<file path="config.mk">
export PLATFORM = sky130hd
export DESIGN_NAME = hslp_mac_acc
export DESIGN_NICKNAME = d
export VERILOG_FILES = /design/src/rtl/hslp_mac_acc_pkg.sv /design/src/rtl/hslp_sat_add.sv /design/src/rtl/hslp_mac_acc.sv
export SDC_FILE = /design/constraint.sdc
export NUM_CORES = 1
export LEC_CHECK = 0
export CAP_MARGIN = 15
export CORE_MARGIN = 2
export CORE_UTILIZATION = 45
export DETAILED_ROUTE_END_ITERATION = 12
export GPL_ROUTABILITY_DRIVEN = 0
export PLACE_DENSITY = 0.77
export RECOVER_POWER = 100
export SYNTH_ARGS = -nofsm -noshare
export SYNTH_HDL_FRONTEND = slang
export SYNTH_SLANG_ARGS = --single-unit
</file>
<file path="constraint.sdc">
create_clock -name clk -period 2.86 [get_ports clk]
set_input_delay 0.572 -clock clk [delete_from_list [all_inputs] [get_ports clk]]
set_output_delay 0.572 -clock clk [all_outputs]
set_load 0.03 [all_outputs]
</file>
<file path="src/rtl/hslp_mac_acc_pkg.sv">
// Shared types and constants for the HSLP dot-product accumulator.
// Holds the FSM encoding, the product width and the beat-counter increment helper.
package hslp_mac_acc_pkg;

   localparam int PROD_W = 16;
   localparam int CNT_W  = 8;

   typedef enum logic {
      ST_ACC  = 1'b0,
      ST_HOLD = 1'b1
   } state_e;

   // Beat counter sticks at its maximum instead of wrapping.
   function automatic logic [CNT_W-1:0] cnt_inc(input logic [CNT_W-1:0] c);
      return (&c) ? c : c + 1'b1;
   endfunction

endpackage

</file>
<file path="src/rtl/hslp_sat_add.sv">
// ACC_W-bit accumulator adder for one 16-bit product, with saturate-or-wrap
// behaviour on overflow and an overflow flag.
module hslp_sat_add
   import hslp_mac_acc_pkg::*;
#(
   parameter int ACC_W = 24,
   parameter int SAT   = 1
) (
   input  logic [ACC_W-1:0]  acc_i,
   input  logic [PROD_W-1:0] op_i,
   output logic [ACC_W-1:0]  sum_o,
   output logic              ovf_o
);

   logic [ACC_W:0] wide;

   // The extra top bit is the carry out of the ACC_W-bit add.
   always_comb begin
      wide  = {1'b0, acc_i} + {{(ACC_W + 1 - PROD_W){1'b0}}, op_i};
      ovf_o = wide[ACC_W];
      if ((SAT != 0) && wide[ACC_W]) sum_o = '1;
      else                           sum_o = wide[ACC_W-1:0];
   end

endmodule

</file>
<file path="src/rtl/hslp_mac_acc.sv">
// Frame accumulator for HSLP approximate-multiplier products: sums beats until
// in_last, then holds the frame result until the consumer takes it.
module hslp_mac_acc
   import hslp_mac_acc_pkg::*;
#(
   parameter int ACC_W = 24,
   parameter int SAT   = 1
) (
   input  logic              clk,
   input  logic              rst_n,
   input  logic              in_valid,
   output logic              in_ready,
   input  logic [PROD_W-1:0] in_prod,
   input  logic              in_last,
   output logic              out_valid,
   input  logic              out_ready,
   output logic [ACC_W-1:0]  out_sum,
   output logic [CNT_W-1:0]  out_count,
   output logic              out_ovf
);

   state_e            state_q, state_d;
   logic [ACC_W-1:0]  acc_q, acc_d;
   logic [CNT_W-1:0]  cnt_q, cnt_d;
   logic              ovf_q, ovf_d;
   logic [ACC_W-1:0]  add_sum;
   logic              add_ovf;

   hslp_sat_add #(
      .ACC_W (ACC_W),
      .SAT   (SAT)
   ) u_add (
      .acc_i (acc_q),
      .op_i  (in_prod),
      .sum_o (add_sum),
      .ovf_o (add_ovf)
   );

   always_comb begin
      state_d = state_q;
      acc_d   = acc_q;
      cnt_d   = cnt_q;
      ovf_d   = ovf_q;
      unique case (state_q)
         ST_ACC: begin
            if (in_valid) begin
               acc_d = add_sum;
               cnt_d = cnt_inc(cnt_q);
               ovf_d = ovf_q | add_ovf;
               if (in_last) state_d = ST_HOLD;
            end
         end
         // Release clears the frame; HOLD has no input path, so nothing is
         // accepted in the release cycle itself.
         ST_HOLD: begin
            if (out_ready) begin
               state_d = ST_ACC;
               acc_d   = '0;
               cnt_d   = '0;
               ovf_d   = 1'b0;
            end
         end
         default: state_d = ST_ACC;
      endcase
   end

   always_ff @(posedge clk) begin
      if (!rst_n) begin
         state_q <= ST_ACC;
         acc_q   <= '0;
         cnt_q   <= '0;
         ovf_q   <= 1'b0;
      end else begin
         state_q <= state_d;
         acc_q   <= acc_d;
         cnt_q   <= cnt_d;
         ovf_q   <= ovf_d;
      end
   end

   assign in_ready  = (state_q == ST_ACC);
   assign out_valid = (state_q == ST_HOLD);
   assign out_sum   = acc_q;
   assign out_count = cnt_q;
   assign out_ovf   = ovf_q;

endmodule

</file>
Word level (Yosys, flattened, before mapping):

Index checks and enable logic that the tools add are counted.

* reductions and logical operators: 3
* bitwise gates (word level): 2
* muxes and demuxes: 15
* equality and inequality tests: 3
* $add $sub $neg: 2

Operators with widths (number)
* $mux W24: 3
* $pmux W24 S2: 1
* $add A24 B16 Y25: 1
* $mux W8: 3
* $pmux W8 S2: 1
* $add A8 B1 Y8 const B: 1
* $reduce_and A8 Y1: 1
* $ne A2 B2 Y1 const B: 3
* $mux W1: 5
* $pmux W1 S2: 2
* $reduce_and A3 Y1: 1
* $reduce_and A2 Y1: 1
* $not A1 Y1: 1
* $or A1 B1 Y1: 1

* word-level logic and storage cells: 29
* bits of input ports: 21
* bits in registers: 34
* output and inout bits: 35

Depth between registers and ports, before layout:

* word-level depth: 4
* depth in mapped cells: 10
* gate-level depth less buffers: 9

By module:

A second synthesis with hierarchy kept.

* cells, all modules: 316
* area, all modules: 2588.7 µm²

By module, submodules not included
* hslp_mac_acc: cells each 141, seq. area each 680.7 µm², area an instance 1392.6 µm², instances 1
* hslp_sat_add: cells each 175, seq. area each 0.0 µm², area an instance 1196.1 µm², instances 1

Worst setup path before layout:

OpenSTA, ideal clock, no wires.

* kind: input-to-reg
* from: input port in_prod[0]
* to: register acc_q[8] (netlist: out_sum[8])
* path buffers: 1
* setup slack: 70 ps
* setup time: 118 ps
* arrival time: 2672 ps
* data required time: 2742 ps
* stages on the path: 10
* cells stage by stage: ha_1 > fa_1 > a211oi_2 > nor4_2 > a2111oi_4 > a31oi_4 > and3_1 > buf_6 > o21ai_1 > a21boi_1

* cells in the longest elaborated chain, start to end: 4

RTL lines
* from (decl): RTL line hslp_mac_acc.sv:13 `input logic [PROD_W-1:0] in_prod,`
* $add A24 B16 Y25: RTL line hslp_sat_add.sv:19 `wide = {1'b0, acc_i} + {{(ACC_W + 1 - PROD_W){1'b0}}, op_i};`
* $mux W24: RTL line hslp_sat_add.sv:21 `if ((SAT != 0) && wide[ACC_W]) sum_o = '1;`
* $mux W24: RTL line hslp_mac_acc.sv:46 `if (in_valid) begin`
* $pmux W24 S2: RTL line hslp_mac_acc.sv:44 `unique case (state_q)`
* to (signal assigned): RTL line hslp_mac_acc.sv:70 `acc_q <= '0;`
* to (signal assigned): RTL line hslp_mac_acc.sv:75 `acc_q <= acc_d;`
* to (decl): RTL line hslp_mac_acc.sv:23 `logic [ACC_W-1:0] acc_q, acc_d;`

No other way between the ends. The select of a mux whose other input is x is not followed.
A chain may end at the register's enable or synchronous reset.

Worst setup path in the final report:

* from: input port in_prod[3]
* to: register acc_q[3] (netlist: out_sum[3])

Same word-level chain as after synthesis.

==> impl_metrics.tcl <==
set metrics [dict create \
    outcome "finished clean" \
    cts_buffers 5 \
    cts_tree "yes" \
    dr_wl_met3_um 271 \
    p_sw_w 0.000580 \
    nets 422 \
    hold_path_depth 2 \
    synth_cell_type_count 58 \
    yosysSeqAreaShare_pct 29.0 \
    hold-worst-slack_ps 486 \
    final_cell_count_no_fill 454 \
    p_int_w 0.00100 \
    drive_gt1_share_pct 16.9 \
    seqPwrFrac_pct 34.1 \
    ios 56 \
    switching_share_pct 36.6 \
    drt-pass1-iter-count 4 \
    via_count 2535 \
    detail-route-antenna-nets 0 \
    wl_met2_um 3280 \
    max-slew-margin-rel_pct 53.7 \
    clk_pin_slew_worst_paths_ps 70 \
    cp-start-kind "input port" \
    wl_per_cell_um 14.5 \
    fillerInstances 456 \
    avgViaCountPerCell 5.58 \
    grt_pass1_vias 2434 \
    synth_nets 333 \
    grt_max_degree 20 \
    core_area_um2 5070 \
    ys_warn_count 0 \
    yosys.area.top_type "dfxtp_1" \
    fmaxAchievable_mhz 360 \
    slew_violations 0 \
    insertion_delay_ps 290 \
    p_leak_nw 1.48 \
    cts_hold_buf 0 \
    dieArea_um2 5820 \
    grt_setup_unrepaired "no" \
    placed_area_um2 3220 \
    grt_pass1_wl_um 11000 \
    placement_rows 26 \
    globalRouteOverflowTotal 0 \
    cts_max_level 2 \
    numPortBuffers 55 \
    synth_area_um2 2350 \
    drc 0 \
    place_inst 445 \
    rr_worst_depth 10 \
    crit_path_max_fanout 9 \
    start_util_pct 46.3 \
    die_y_um 76.3 \
    ir_drop_uv 257 \
    drt_iter0_drc 141 \
    cts_sinks 34 \
    synthCells 294 \
    power.share.combinational_pct 41.8 \
    cts_max_path_buffers 2 \
    highest_layer "met4" \
    fin_skew_ps 6.54 \
    ys.flop_type "dfxtp_1" \
    crit_arrival_ps 2960 \
    fin_crit_sh_pct 97.0 \
    cp-end-kind "register" \
    grt_usage_pct 22.7 \
    antenna_cells 0 \
    clock_power_share_pct 24.1 \
    syn_area_per_cell_um2 8.00 \
    power_density_nw_per_um2 473 \
    antenna_found_initial 0 \
    async_flop_share_pct 0 \
    routed_wl_um 6590 \
    dieWidth_um 76.3 \
    worstSetupPathType "input port to register" \
    cap_violations 0 \
    worst_slew_pin_slew_ps 694 \
    dp_hpwl_um 4980 \
    fin_area_um2 3350 \
    yosysTopAreaCellShare_pct 29.0 \
    synth_area_leaders "dfxtp_1, ha_1, nand2_1, a21oi_1, o21ai_0" \
    ys_ff_latch 34 \
    setup_violations 0 \
    hold_class "register to register" \
    hold_viol_final 0 \
    synth-edff-count 0 \
    worstPathRequired_ps 3040 \
    m1WireLength_um 2870 \
    syn_to_final_growth_pct 42.4 \
    clock-root-buffer "clkbuf_8" \
    period_needed_ps 2770 \
    design_power_total_w 0.00159 \
]
-- critical path: stages --
cell and delay (ps):
clkdlybuf4s50_1 430, ha_1 290, o21ai_0 430, nor4_4 90, a2111oi_4 410, a31oi_4 130, and3_4 200, buf_6 150
o21ai_0 180, nand2_1 70
-- stage by stage --
step           util (%)  setup WS [ps]  TNS, ps
2_1_floorplan         -           69.9        0
6_report           66.0           85.6        0
5_1_grt            66.0           13.9        0
4_1_cts            65.3           28.7        0
3_5_place_dp       63.5           -441    -9320
3_3_place_gp       63.5           -355    -8080
-- area by class of cell --
type / count / area [µm²] / share of cell area [%]
clock inverter: 2 / 12.5 / 0.374
multi-input combinational: 247 / 1650 / 49.1
sequential: 34 / 681 / 20.3
timing repair buffer: 93 / 832 / 24.9
inverter: 2 / 7.51 / 0.224
clock buffer: 6 / 82.6 / 2.47
tap: 70 / 87.6 / 2.62
-- kinds of logic (layout without fill, tap and decap cells) --
logic type / count (synthesis) / in the layout / synth area share [%]
AOI/OAI and AO/OA: 94 / 94 / 26.8
xor gates and xnor gates: 15 / 15 / 5.59
adders and majority gates: 18 / 18 / 9.90
buffers and inverters: 13 / 103 / 2.82
DFF: 34 / 34 / 29.0
muxes: 1 / 1 / 0.426
and+or+nand+nor: 119 / 119 / 25.5
-- flip-flops by register name, indices dropped and copies added (netlist names) --
name       cells
out_sum       24
out_count      8
out_ovf        1
out_valid      1
-- routing by layer --
metal | global-route usage (%) | vias up
met5 | 0 | -
met4 | 10.2 | 0
met1 | 28.2 | 1189
met3 | 3.32 | 18
li1 | - | 1252
met2 | 39.0 | 76
-- path summary, 6_finish.rpt --
| kind | from | endpoint | slack [ps] |
|---|---|---|---|
| hold reg to reg | out_sum[3] | out_sum[3] | 490 |
| setup / recovery | in_prod[3] | out_sum[3] | 90 |
| setup reg to reg | out_sum[0] | out_sum[3] | 310 |
| hold / removal | out_sum[3] | out_sum[3] | 490 |
-- cells in the final DEF (no fill, tap or decap), types with 2 or more instances in the layout --
master	count
or3_1	5
o21ai_0	19
nor2b_1	4
clkbuf_1	2
a31oi_1	4
ha_1	16
buf_4	33
xnor2_1	6
clkdlybuf4s50_1	17
nor3_2	2
xor2_1	9
dfxtp_1	34
nor2_1	19
nor3_1	3
o21ai_1	3
a21oi_1	32
clkbuf_8	6
and2_1	4
nor3b_2	2
nand3_1	12
nand2_1	52
and3_1	3
o211ai_1	6
dlygate4sd3_1	37
a21o_1	6
nand4_1	5
inv_1	2
a41oi_1	2
-- power groups by stage --
stage | Clock (W) | Sequential [W] | Combinational (W)
finish | 0.000382 | 0.000540 | 0.000663
global route | 0.000404 | 0.000546 | 0.000722
CTS | 0.000385 | 0.000541 | 0.000659
detailed placement | 0 | 0.000552 | 0.000653
global placement | 0 | 0.000551 | 0.000641
floorplan | 0 | 0.000608 | 0.000339
-- synthesized netlist by cell type, types with 3 or more instances --
cell type / instances
a21o_1: 6
o21ai_1: 4
and3_1: 4
nand3_1: 12
nand2_1: 52
a21oi_1: 32
o211ai_1: 6
clkbuf_1: 4
a31oi_1: 5
and2_1: 4
nor3_1: 3
or3_1: 5
nand4_1: 5
ha_1: 17
o21ai_0: 19
xor2_1: 9
nor2b_1: 4
xnor2_1: 6
nor2_1: 19
dfxtp_1: 34
-- what timing repair did --
item                       CTS  global route
gates cloned                 0             0
gates resized for setup      1            12
setup endpoints to repair   24            24
pin swaps                    1             7
setup buffers                0             1
No activity file was read; power rests on OpenSTA's default activity.
==> patch (same flow settings) <==
`ACC_W` is set to 24 in 2 places; all go to 48.
--- a/src/rtl/hslp_sat_add.sv
+++ b/src/rtl/hslp_sat_add.sv
@@ -3,7 +3,7 @@
 module hslp_sat_add
    import hslp_mac_acc_pkg::*;
 #(
-   parameter int ACC_W = 24,
+   parameter int ACC_W = 48,
    parameter int SAT   = 1
 ) (
    input  logic [ACC_W-1:0]  acc_i,
--- a/src/rtl/hslp_mac_acc.sv
+++ b/src/rtl/hslp_mac_acc.sv
@@ -3,7 +3,7 @@
 module hslp_mac_acc
    import hslp_mac_acc_pkg::*;
 #(
-   parameter int ACC_W = 24,
+   parameter int ACC_W = 48,
    parameter int SAT   = 1
 ) (
    input  logic              clk,
Ports: changed (resized out_sum); port bits go from 56 to 80. The function was not compared with the original's and may differ.
==> patch against the original RTL <==
- sequential cell count rose by 24
- global-route usage rose by 5.0 points
- worst setup slack improved by 0.016 ns
- worst hold slack improved by 0.012 ns
- final area rose by 61%
- wire length rose by 90%
- count of clock-buffer cells in the layout rose by 3
- power rose by 45%
- area after synthesis rose by 61%
- highest routed layer unchanged
==> patch: results (changes against the original RTL) <==
| Metric | Value |
|---|---|
| I/O Buffers | `79 (+44%)` |
| Critical path fanouts, max | `6 (-3)` |
| First drt pass iteration count | `5 (+1)` |
| Peak supply drop | `0.297 mV (+16%)` |
| Syn nets | `510 (+53%)` |
| Place WS | `-0.420 ns (+0.0216 ns)` |
| Layout Skew | `0.00707 ns (+0.000534 ns)` |
| First DRT Iteration DRCs | `310 (+120%)` |
| Final instance area | `0.00538 sq mm (+61%)` |
| Total track usage | `27.8% (+5.0 points)` |
| First-pass GRT wire length | `20.0 mm (+81%)` |
| Initial antenna violation count | `0 (unchanged)` |
| Pint | `1.53 mW (+52%)` |
| Nets | `638 (+51%)` |
| Vias | `4383 (+73%)` |
| Vias in the first global route | `4232 (+74%)` |
| FILL cells | `680 (+49%)` |
| Wire per inst | `17.6 microns (+22%)` |
| Pleak | `2.20 nW (+49%)` |
| Status | `finished clean` |
| Area contributors post-synth | `dfxtp_1 (31%), a21oi_1 (6.1%), ha_1 (5.6%), o21ai_0 (4.0%), nand3_1 (3.6%)` |
| Layout cells sized above 1 | `19.2% (+2.3 points)` |
| H-Tree Depth | `3 (+1)` |
| Dpl hpwl | `8.85 mm (+78%)` |
| CTS Buf Count | `9 (+4)` |
| Largest net degree at the start of global routing | `33 (+65%)` |
| Synthesized instance count | `471 (+60%)` |
| List of most frequent post-synthesis cells | `dfxtp_1 (58), a21oi_1 (46), nand2_1 (34), nor2_1 (34), o21ai_0 (30)` |
| Clk_lat worst skew | `0.35 ns (+0.06 ns)` |
| Sequential area share after synthesis | `30.6% (+1.6 points)` |
| Cell Area, Placed | `0.00508 sq mm (+58%)` |
| Worst path arrival time | `3.04 ns (+0.08 ns)` |
| Tightest Hold Check Type | `reg -> reg` |
| Synth unique cells | `72 (+24%)` |
## patch: cell types whose count changed after synthesis, moves of 11 or more
cell and delta:
a21oi_1 +14, dfxtp_1 +24, clkbuf_1 +12, inv_1 +11, nand3_1 +15, nor2_1 +15
o21ai_0 +11, nand2_1 -18, nor3_1 +15
## patch: final cells by class
cell class	count	share of cell area (%)
Clock buffer	9	2.30
Clock inverter	7	1.28
Inverter	14	0.977
Multi-Input combinational cell	375	47.5
Sequential cell	58	21.6
Tap cell	105	2.44
Timing Repair Buffer	141	23.9
## patch: worst max-delay path, cell delays in order
cell and delay (ns):
clkdlybuf4s50_1 0.41, ha_1 0.39, nand3_1 0.18, nor4_2 0.32, a22oi_2 0.14, a211o_1 0.40, nor4_2 0.17, mux2_1 0.34
o21ai_1 0.11
## patch: power by group through the flow
stage	clock network [mW]	logic, mW	registers [mW]
3_3_place_gp	0	0.625	0.887
5_1_grt	0.810	0.717	0.872
2_1_floorplan	0	0.319	0.944
3_5_place_dp	0	0.639	0.888
4_1_cts	0.776	0.647	0.870
6_report	0.771	0.663	0.869
## patch: per-layer routing
layer	GRT usage, %	vias up	share of wire (%)
met5	0	-	0
met4	9.64	0	2.2
met3	6.19	35	8.2
met2	47.4	244	48
met1	34.3	2037	42
li1	-	2067	-
## patch: what timing repair did
action / in CTS / in global routing
setup endpoints to repair: 14 / 40
pin swaps: 2 / 15
hold endpoints to repair: 0 / 0
setup buffers: 1 / 1
resized for setup: 1 / 26
## patch: logic make-up after synthesis
family                   after synthesis  share of synthesized area, %
AO/OA/AOI/OAI                        165                          28.5
adder cells (fa/ha/maj)               18                          6.13
flip-flops                            58                          30.6
buffers and inverters                 38                          4.35
multiplexers                           4                          1.15
XOR/XNOR                              18                          4.15
AND/OR/NAND/NOR                      170                          25.1
## patch: worst paths after layout
check,startpoint,endpoint,slack (ns)
setup reg to reg,out_sum[0]$_SDFFE_PN0P_,out_sum[20]$_SDFFE_PN0P_,0.30
setup / recovery,in_prod[13],out_sum[35]$_SDFFE_PN0P_,0.10
hold / removal,out_sum[4]$_SDFFE_PN0P_,out_sum[4]$_SDFFE_PN0P_,0.50
hold reg to reg,out_sum[4]$_SDFFE_PN0P_,out_sum[4]$_SDFFE_PN0P_,0.50
